===== src/rtl/seg_scan_ctrl_if.sv =====
// Display scan bus: digit/dp input with load strobe, decoder and anode outputs.
// Parameterised by digit count so widths track the controller.
interface seg_scan_ctrl_if #(
  parameter int N_DIGITS = 4
);
  logic                    en;
  logic                    load;
  logic [4*N_DIGITS-1:0]   digits_in;
  logic [N_DIGITS-1:0]     dp_in;
  logic [3:0]              bcd_out;
  logic                    dp_out;
  logic [N_DIGITS-1:0]     an_out;
  logic [2:0]              digit_idx;
  logic                    frame_done;

  modport master (
    output en, load, digits_in, dp_in,
    input  bcd_out, dp_out, an_out, digit_idx, frame_done
  );

  modport slave (
    input  en, load, digits_in, dp_in,
    output bcd_out, dp_out, an_out, digit_idx, frame_done
  );
endinterface


===== src/rtl/seg_scan_ctrl.sv =====
// Multiplexed 7-seg scan controller: double-buffered digits, dead-time blanking.
// Define LZB_EN to blank leading zeros (mask latched at frame start).
module seg_scan_ctrl #(
  parameter int N_DIGITS  = 4,
  parameter int SCAN_DIV  = 50000,
  parameter int BLANK_CYC = 16
) (
  input logic         clk,
  input logic         rst,
  seg_scan_ctrl_if.slave bus
);
  localparam int CW = $clog2(SCAN_DIV);
  localparam int DW = 4 * N_DIGITS;

  typedef enum logic [1:0] {
    IDLE,
    BLANK,
    ON
  } state_t;

  state_t              state_q, state_d;
  logic [CW-1:0]       cnt_q, cnt_d;
  logic [2:0]          idx_q, idx_d;
  logic [DW-1:0]       pend_q, pend_d;
  logic [DW-1:0]       act_q, act_d;
  logic [N_DIGITS-1:0] pdp_q, pdp_d;
  logic [N_DIGITS-1:0] adp_q, adp_d;
  logic                pv_q, pv_d;
  logic [3:0]          bcd_q, bcd_d;
  logic                dp_q, dp_d;
  logic [N_DIGITS-1:0] an_q, an_d;
  logic [2:0]          didx_q, didx_d;
  logic                fd_q, fd_d;
  logic                fstart;
  logic [3:0]          dig;
  logic                dsel;
  logic                bsel;
`ifdef LZB_EN
  logic [N_DIGITS-1:0] lzb_q, lzb_d;
  logic                zero_above;
`endif

  always_comb begin
    state_d = state_q;
    cnt_d   = cnt_q;
    idx_d   = idx_q;
    pend_d  = pend_q;
    pdp_d   = pdp_q;
    pv_d    = pv_q;
    act_d   = act_q;
    adp_d   = adp_q;
    fstart  = 1'b0;
`ifdef LZB_EN
    lzb_d      = lzb_q;
    zero_above = 1'b1;
`endif

    if (bus.load) begin
      pend_d = bus.digits_in;
      pdp_d  = bus.dp_in;
      pv_d   = 1'b1;
    end

    unique case (state_q)
      IDLE: begin
        if (bus.en) begin
          state_d = BLANK;
          idx_d   = 3'd0;
          cnt_d   = '0;
          fstart  = 1'b1;
        end
      end
      default: begin
        if (!bus.en) begin
          state_d = IDLE;
          idx_d   = 3'd0;
          cnt_d   = '0;
        end else if (cnt_q == CW'(SCAN_DIV - 1)) begin
          cnt_d   = '0;
          state_d = BLANK;
          if (idx_q == 3'(N_DIGITS - 1)) begin
            idx_d  = 3'd0;
            fstart = 1'b1;
          end else begin
            idx_d = idx_q + 3'd1;
          end
        end else begin
          cnt_d   = cnt_q + 1'b1;
          state_d = (cnt_d < CW'(BLANK_CYC)) ? BLANK : ON;
        end
      end
    endcase

    // A load coinciding with frame start goes straight to the active copy
    if (fstart) begin
      if (bus.load) begin
        act_d = bus.digits_in;
        adp_d = bus.dp_in;
      end else if (pv_q) begin
        act_d = pend_q;
        adp_d = pdp_q;
      end
      pv_d = 1'b0;
`ifdef LZB_EN
      lzb_d = '0;
      for (int i = N_DIGITS - 1; i >= 1; i--) begin
        zero_above = zero_above && (act_d[4*i +: 4] == 4'h0);
        lzb_d[i]   = zero_above;
      end
`endif
    end

    dig  = 4'h0;
    dsel = 1'b0;
    bsel = 1'b0;
    for (int i = 0; i < N_DIGITS; i++) begin
      if (idx_d == 3'(i)) begin
        dig  = act_d[4*i +: 4];
        dsel = adp_d[i];
`ifdef LZB_EN
        bsel = lzb_d[i];
`endif
      end
    end

    bcd_d  = 4'hF;
    dp_d   = 1'b1;
    an_d   = '1;
    didx_d = 3'd0;
    if (state_d != IDLE) begin
      bcd_d  = bsel ? 4'hF : dig;
      dp_d   = ~dsel;
      didx_d = idx_d;
      // A set decimal point keeps a blanked digit's anode lit
      if (state_d == ON && (!bsel || dsel))
        an_d = ~(N_DIGITS'(1) << idx_d);
    end
    fd_d = (state_d == ON) &&
           (cnt_d == CW'(SCAN_DIV - 1)) &&
           (idx_d == 3'(N_DIGITS - 1));
  end

  always_ff @(posedge clk) begin
    if (rst) begin
      state_q <= IDLE;
      cnt_q   <= '0;
      idx_q   <= 3'd0;
      pend_q  <= '0;
      pdp_q   <= '0;
      pv_q    <= 1'b0;
      act_q   <= '0;
      adp_q   <= '0;
      bcd_q   <= 4'hF;
      dp_q    <= 1'b1;
      an_q    <= '1;
      didx_q  <= 3'd0;
      fd_q    <= 1'b0;
`ifdef LZB_EN
      lzb_q   <= '0;
`endif
    end else begin
      state_q <= state_d;
      cnt_q   <= cnt_d;
      idx_q   <= idx_d;
      pend_q  <= pend_d;
      pdp_q   <= pdp_d;
      pv_q    <= pv_d;
      act_q   <= act_d;
      adp_q   <= adp_d;
      bcd_q   <= bcd_d;
      dp_q    <= dp_d;
      an_q    <= an_d;
      didx_q  <= didx_d;
      fd_q    <= fd_d;
`ifdef LZB_EN
      lzb_q   <= lzb_d;
`endif
    end
  end

  assign bus.bcd_out    = bcd_q;
  assign bus.dp_out     = dp_q;
  assign bus.an_out     = an_q;
  assign bus.digit_idx  = didx_q;
  assign bus.frame_done = fd_q;
endmodule


===== src/flat_wrapper.sv =====
// flat-port wrapper written by rule: the top's interface ports become plain ports
module seg_scan_ctrl_flat 
#(
  parameter int N_DIGITS  = 4,
  parameter int SCAN_DIV  = 50000,
  parameter int BLANK_CYC = 16
)
  (clk, rst, bus_en, bus_load, bus_digits_in, bus_dp_in, bus_bcd_out, bus_dp_out, bus_an_out, bus_digit_idx, bus_frame_done);
  seg_scan_ctrl_if #(.N_DIGITS(N_DIGITS)) bus_i ();
  input logic clk;
  input logic rst;
  input wire logic [$bits(bus_i.en)-1:0] bus_en;
  input wire logic [$bits(bus_i.load)-1:0] bus_load;
  input wire logic [$bits(bus_i.digits_in)-1:0] bus_digits_in;
  input wire logic [$bits(bus_i.dp_in)-1:0] bus_dp_in;
  output wire logic [$bits(bus_i.bcd_out)-1:0] bus_bcd_out;
  output wire logic [$bits(bus_i.dp_out)-1:0] bus_dp_out;
  output wire logic [$bits(bus_i.an_out)-1:0] bus_an_out;
  output wire logic [$bits(bus_i.digit_idx)-1:0] bus_digit_idx;
  output wire logic [$bits(bus_i.frame_done)-1:0] bus_frame_done;
  assign bus_i.en = bus_en;
  assign bus_i.load = bus_load;
  assign bus_i.digits_in = bus_digits_in;
  assign bus_i.dp_in = bus_dp_in;
  assign bus_bcd_out = bus_i.bcd_out;
  assign bus_dp_out = bus_i.dp_out;
  assign bus_an_out = bus_i.an_out;
  assign bus_digit_idx = bus_i.digit_idx;
  assign bus_frame_done = bus_i.frame_done;
  seg_scan_ctrl #(.N_DIGITS(N_DIGITS), .SCAN_DIV(SCAN_DIV), .BLANK_CYC(BLANK_CYC)) u_core (.clk(clk), .rst(rst), .bus(bus_i));
endmodule

===== config.mk =====
export PLATFORM = sky130hd
export DESIGN_NAME = seg_scan_ctrl_flat
export DESIGN_NICKNAME = d
export VERILOG_FILES = /design/src/rtl/seg_scan_ctrl_if.sv /design/src/rtl/seg_scan_ctrl.sv /design/src/flat_wrapper.sv
export SDC_FILE = /design/constraint.sdc
export NUM_CORES = 1
export LEC_CHECK = 0
export ABC_CLOCK_PERIOD_IN_PS = 8550
export CORE_MARGIN = 8
export CORE_UTILIZATION = 45
export CTS_CLUSTER_SIZE = 8
export DETAILED_ROUTE_END_ITERATION = 10
export PLACE_DENSITY = 0.69
export SKIP_LAST_GASP = 1
export SLEW_MARGIN = 15
export SYNTH_ARGS = -nofsm -noshare
export SYNTH_HDL_FRONTEND = slang
export SYNTH_SLANG_ARGS = --single-unit

===== constraint.sdc =====
create_clock -name clk -period 8.55 [get_ports clk]
set_clock_uncertainty 0.05 [all_clocks]
set_input_delay 1.71 -clock clk [delete_from_list [all_inputs] [get_ports clk]]
set_output_delay 1.71 -clock clk [all_outputs]
set_load 0.005 [all_outputs]

==> out/qor.yml <==
finish.instance_area_um2: 4200
layout.nets: 492
fp-row-count: 32
core_um2: 7770
hpwl_mm: 6.06
initial_utilization_pct: 46.7
outcome: "completed"
power_leakage_uw: 0.00151
switchingPower_uw: 180
syn_area_um2: 3630
cts_hold_buffers: 0
first_iter_violations: 179
rsz0062_at_grt: "false"
synthesis.nets: 474
synthArstFlopShare_pct: 0
pwr-share-seq_pct: 50.2
synth_top_family_by_area: "simple AND/OR/NAND/NOR gates"
cts_sinks: 75
grt_overflow_total: 0
layout-drive-gt1-share_pct: 5.53
syn_to_final_growth_pct: 15.7
grt_pass1_vias: 3167
grt_first_pass_wirelength_mm: 15.6
clock_path_buffers: 2
synth_top_cell_by_area: "dfxtp_1"
end_kind: "flip-flop"
cts_repair_resize_count: 0
grt_antenna_before_repair: 0
reg2reg_slack_ps: 4760
fmax_mhz: 226
slew_headroom_pct: 29.3
die_x_um: 106
worst_pin_slew_ps: 1060
postRouteWirelength_mm: 9.05
diodes: 0
tritoncts: "done"
synth_fa_ha_area_share_pct: 0.690
report.final.slew_viol_count: 0
synthMuxAreaShare_pct: 4.97
dr_total_vias: 3333
min_path_cells: 2
synthTopCellsByArea: "dfxtp_1 41%, nor2_1 6.8%, a21oi_1 5.2%"
syn_area_per_cell_um2: 8.10
grt_start_max_net_pins: 63
synthSimpleGateAreaFrac_pct: 25.0
wl_per_cell_um: 15.8
hp-class: "flip-flop to flip-flop"
period_share_pct: 51.8
synth_edf_count: 0
synth_xor_area_share_pct: 2.41
postSynthCellCount: 448
ir_drop_mv: 0.128
drv_cap: 0
dr.pass1.iters: 5
reg2reg_depth: 9
insertion_delay_ps: 350
slowest_delay_ps: 850
final_cells: 572
ant_nets: 0
drc_errors: 0
p_clk_share_pct: 39.4
utilization_pct: 54.0
hp-start: "u_core.pend_q[9]"
htreeDepth: 3
dieArea_um2: 11200
worstPathMaxFanout: 16
rr_endpoint: "u_core.bus.bcd_out[3]"
hold_path_end: "u_core.pend_q[9]"
cts_root_buffer: "clkbuf_8"
final_cell_mix: "75 x dfxtp_1, 66 x nor2_1, 38 x a21oi_1"
dp.cells: 557
cp_slowest_cell: "nor2_1"
worst_setup_path_start_kind: "input pin"
path_cells: "clkdlybuf4s50_1, o21ai_1, nor2_1, nand2_1, o32a_1, o32a_1, nor4_1, and4_1"
synth_top_area_share_pct: 41.4
synthDistinctLibCells: 59
seq_area_frac_synth_pct: 41.4
fin_tns_setup_ps: 0
num_io_pins: 37
cts_setup_buffers: 0
synthFlopType: "dfxtp_1"
power_density_nw_per_um2: 177
hold_violations: 0
synth-compound-area-share_pct: 20.9
crit_required_ps: 8790
setup_viol: 0
critPathArrivalTime_ps: 4670
die_h_um: 106
clk_pin_slew_worst_paths_ps: 70
yosys_warnings: 0
power_uw: 742
crit_path_frequent_cell: "o32a_1"
final_common_cell: "dfxtp_1"
min_period_ps: 4430
portBuffers: 36
vias_per_cell: 5.83
gp_congestion: 0.880
p_int_uw: 562
r2r-start: "u_core.cnt_q[0]"
grt_usage_pct: 16.8
synth_seq_cells: 75
path_class: "input pin to flip-flop"
placed_area_um2: 3990
swShare_pct: 24.2
comb_power_share_pct: 10.4
cts_made_buffers: 9
## registers in the layout, summed over array words and instances (netlist names)
signal / flops
u_core.adp_q: 4
u_core.pdp_q: 4
u_core.act_q: 16
u_core.cnt_q: 16
u_core.bus.dp_out: 1
u_core.pv_q: 1
u_core.state_q: 2
u_core.bus.an_out: 4
u_core.pend_q: 16
u_core.bus.frame_done: 1
u_core.bus.bcd_out: 4
u_core.bus.digit_idx: 3
u_core.idx_q: 3
## kinds of logic after synthesis
logic type / Yosys count
simple gates: 183
compound gates: 122
flops: 75
buf+inv: 38
mux: 18
xor+xnor: 10
fa+ha+maj: 2
## worst max path at each step
| stage | startpoint | to | slack [ps] |
|---|---|---|---|
| after CTS | bus_en | u_core.bus.frame_done | 4220 |
| after global routing | bus_en | u_core.bus.frame_done | 3950 |
| after floorplan | bus_load | u_core.pdp_q[0] | 4980 |
| after detailed placement | bus_en | u_core.bus.frame_done | 3860 |
| final | bus_en | u_core.bus.frame_done | 4120 |
| after global placement | bus_en | u_core.bus.frame_done | 3920 |
## power groups by stage
| stage | registers, uW | clock network [uW] | logic (uW) |
|---|---|---|---|
| after global placement | 380 | 0 | 75.3 |
| after CTS | 373 | 299 | 77.2 |
| after floorplan | 377 | 0 | 53.0 |
| after detailed placement | 381 | 0 | 76.6 |
| final | 373 | 292 | 77.2 |
| after global routing | 374 | 317 | 85.4 |
## synth_stat cells (3+ instances only)
cell type,n
mux2i_1,18
a22oi_1,3
nor2_1,66
o21ai_0,25
and3_1,5
a21o_1,3
buf_6,3
and2_1,3
o21ai_1,3
xnor2_1,8
nand2b_1,5
inv_1,5
nand3_1,18
nor2b_1,7
o22ai_1,19
clkbuf_1,25
nand2_1,35
and4_1,4
a21oi_1,38
or3_1,7
nor3_1,15
dfxtp_1,75
nand4_1,4
a31oi_1,3
a211oi_1,8
## worst max-delay path: cells and delay by family
family          cells  cell delay [ps]
buf+inv             1              610
compound gates      3              760
simple gates        4             1580
## layout make-up
| class | instances | area, um^2 |
|---|---|---|
| Sequential cell | 75 | 1500 |
| Timing Repair Buffer | 39 | 378 |
| Inverter | 6 | 22.5 |
| Clock inverter | 4 | 76.3 |
| Fill cell | 746 | 3570 |
| Multi-Input combinational cell | 335 | 1960 |
| Clock buffer | 11 | 131 |
| Tap cell | 102 | 128 |
## routing by layer
metal / track usage [%] / vias up / part of all wire, %
met3: 5.36 / 13 / 6.8
met4: 5.83 / 0 / 1.4
met5: 0 / - / 0
met1: 21.9 / 1541 / 46
met2: 25.5 / 126 / 46
li1: - / 1653 / -
## through the flow
step | setup WS [ps] | hold slack [ps]
after floorplan | 4980 | 396
after global placement | 3920 | 403
after detailed placement | 3860 | 410
after CTS | 4220 | 421
after global routing | 3950 | 447
final | 4120 | 419
(Power assumes the default switching activity.)
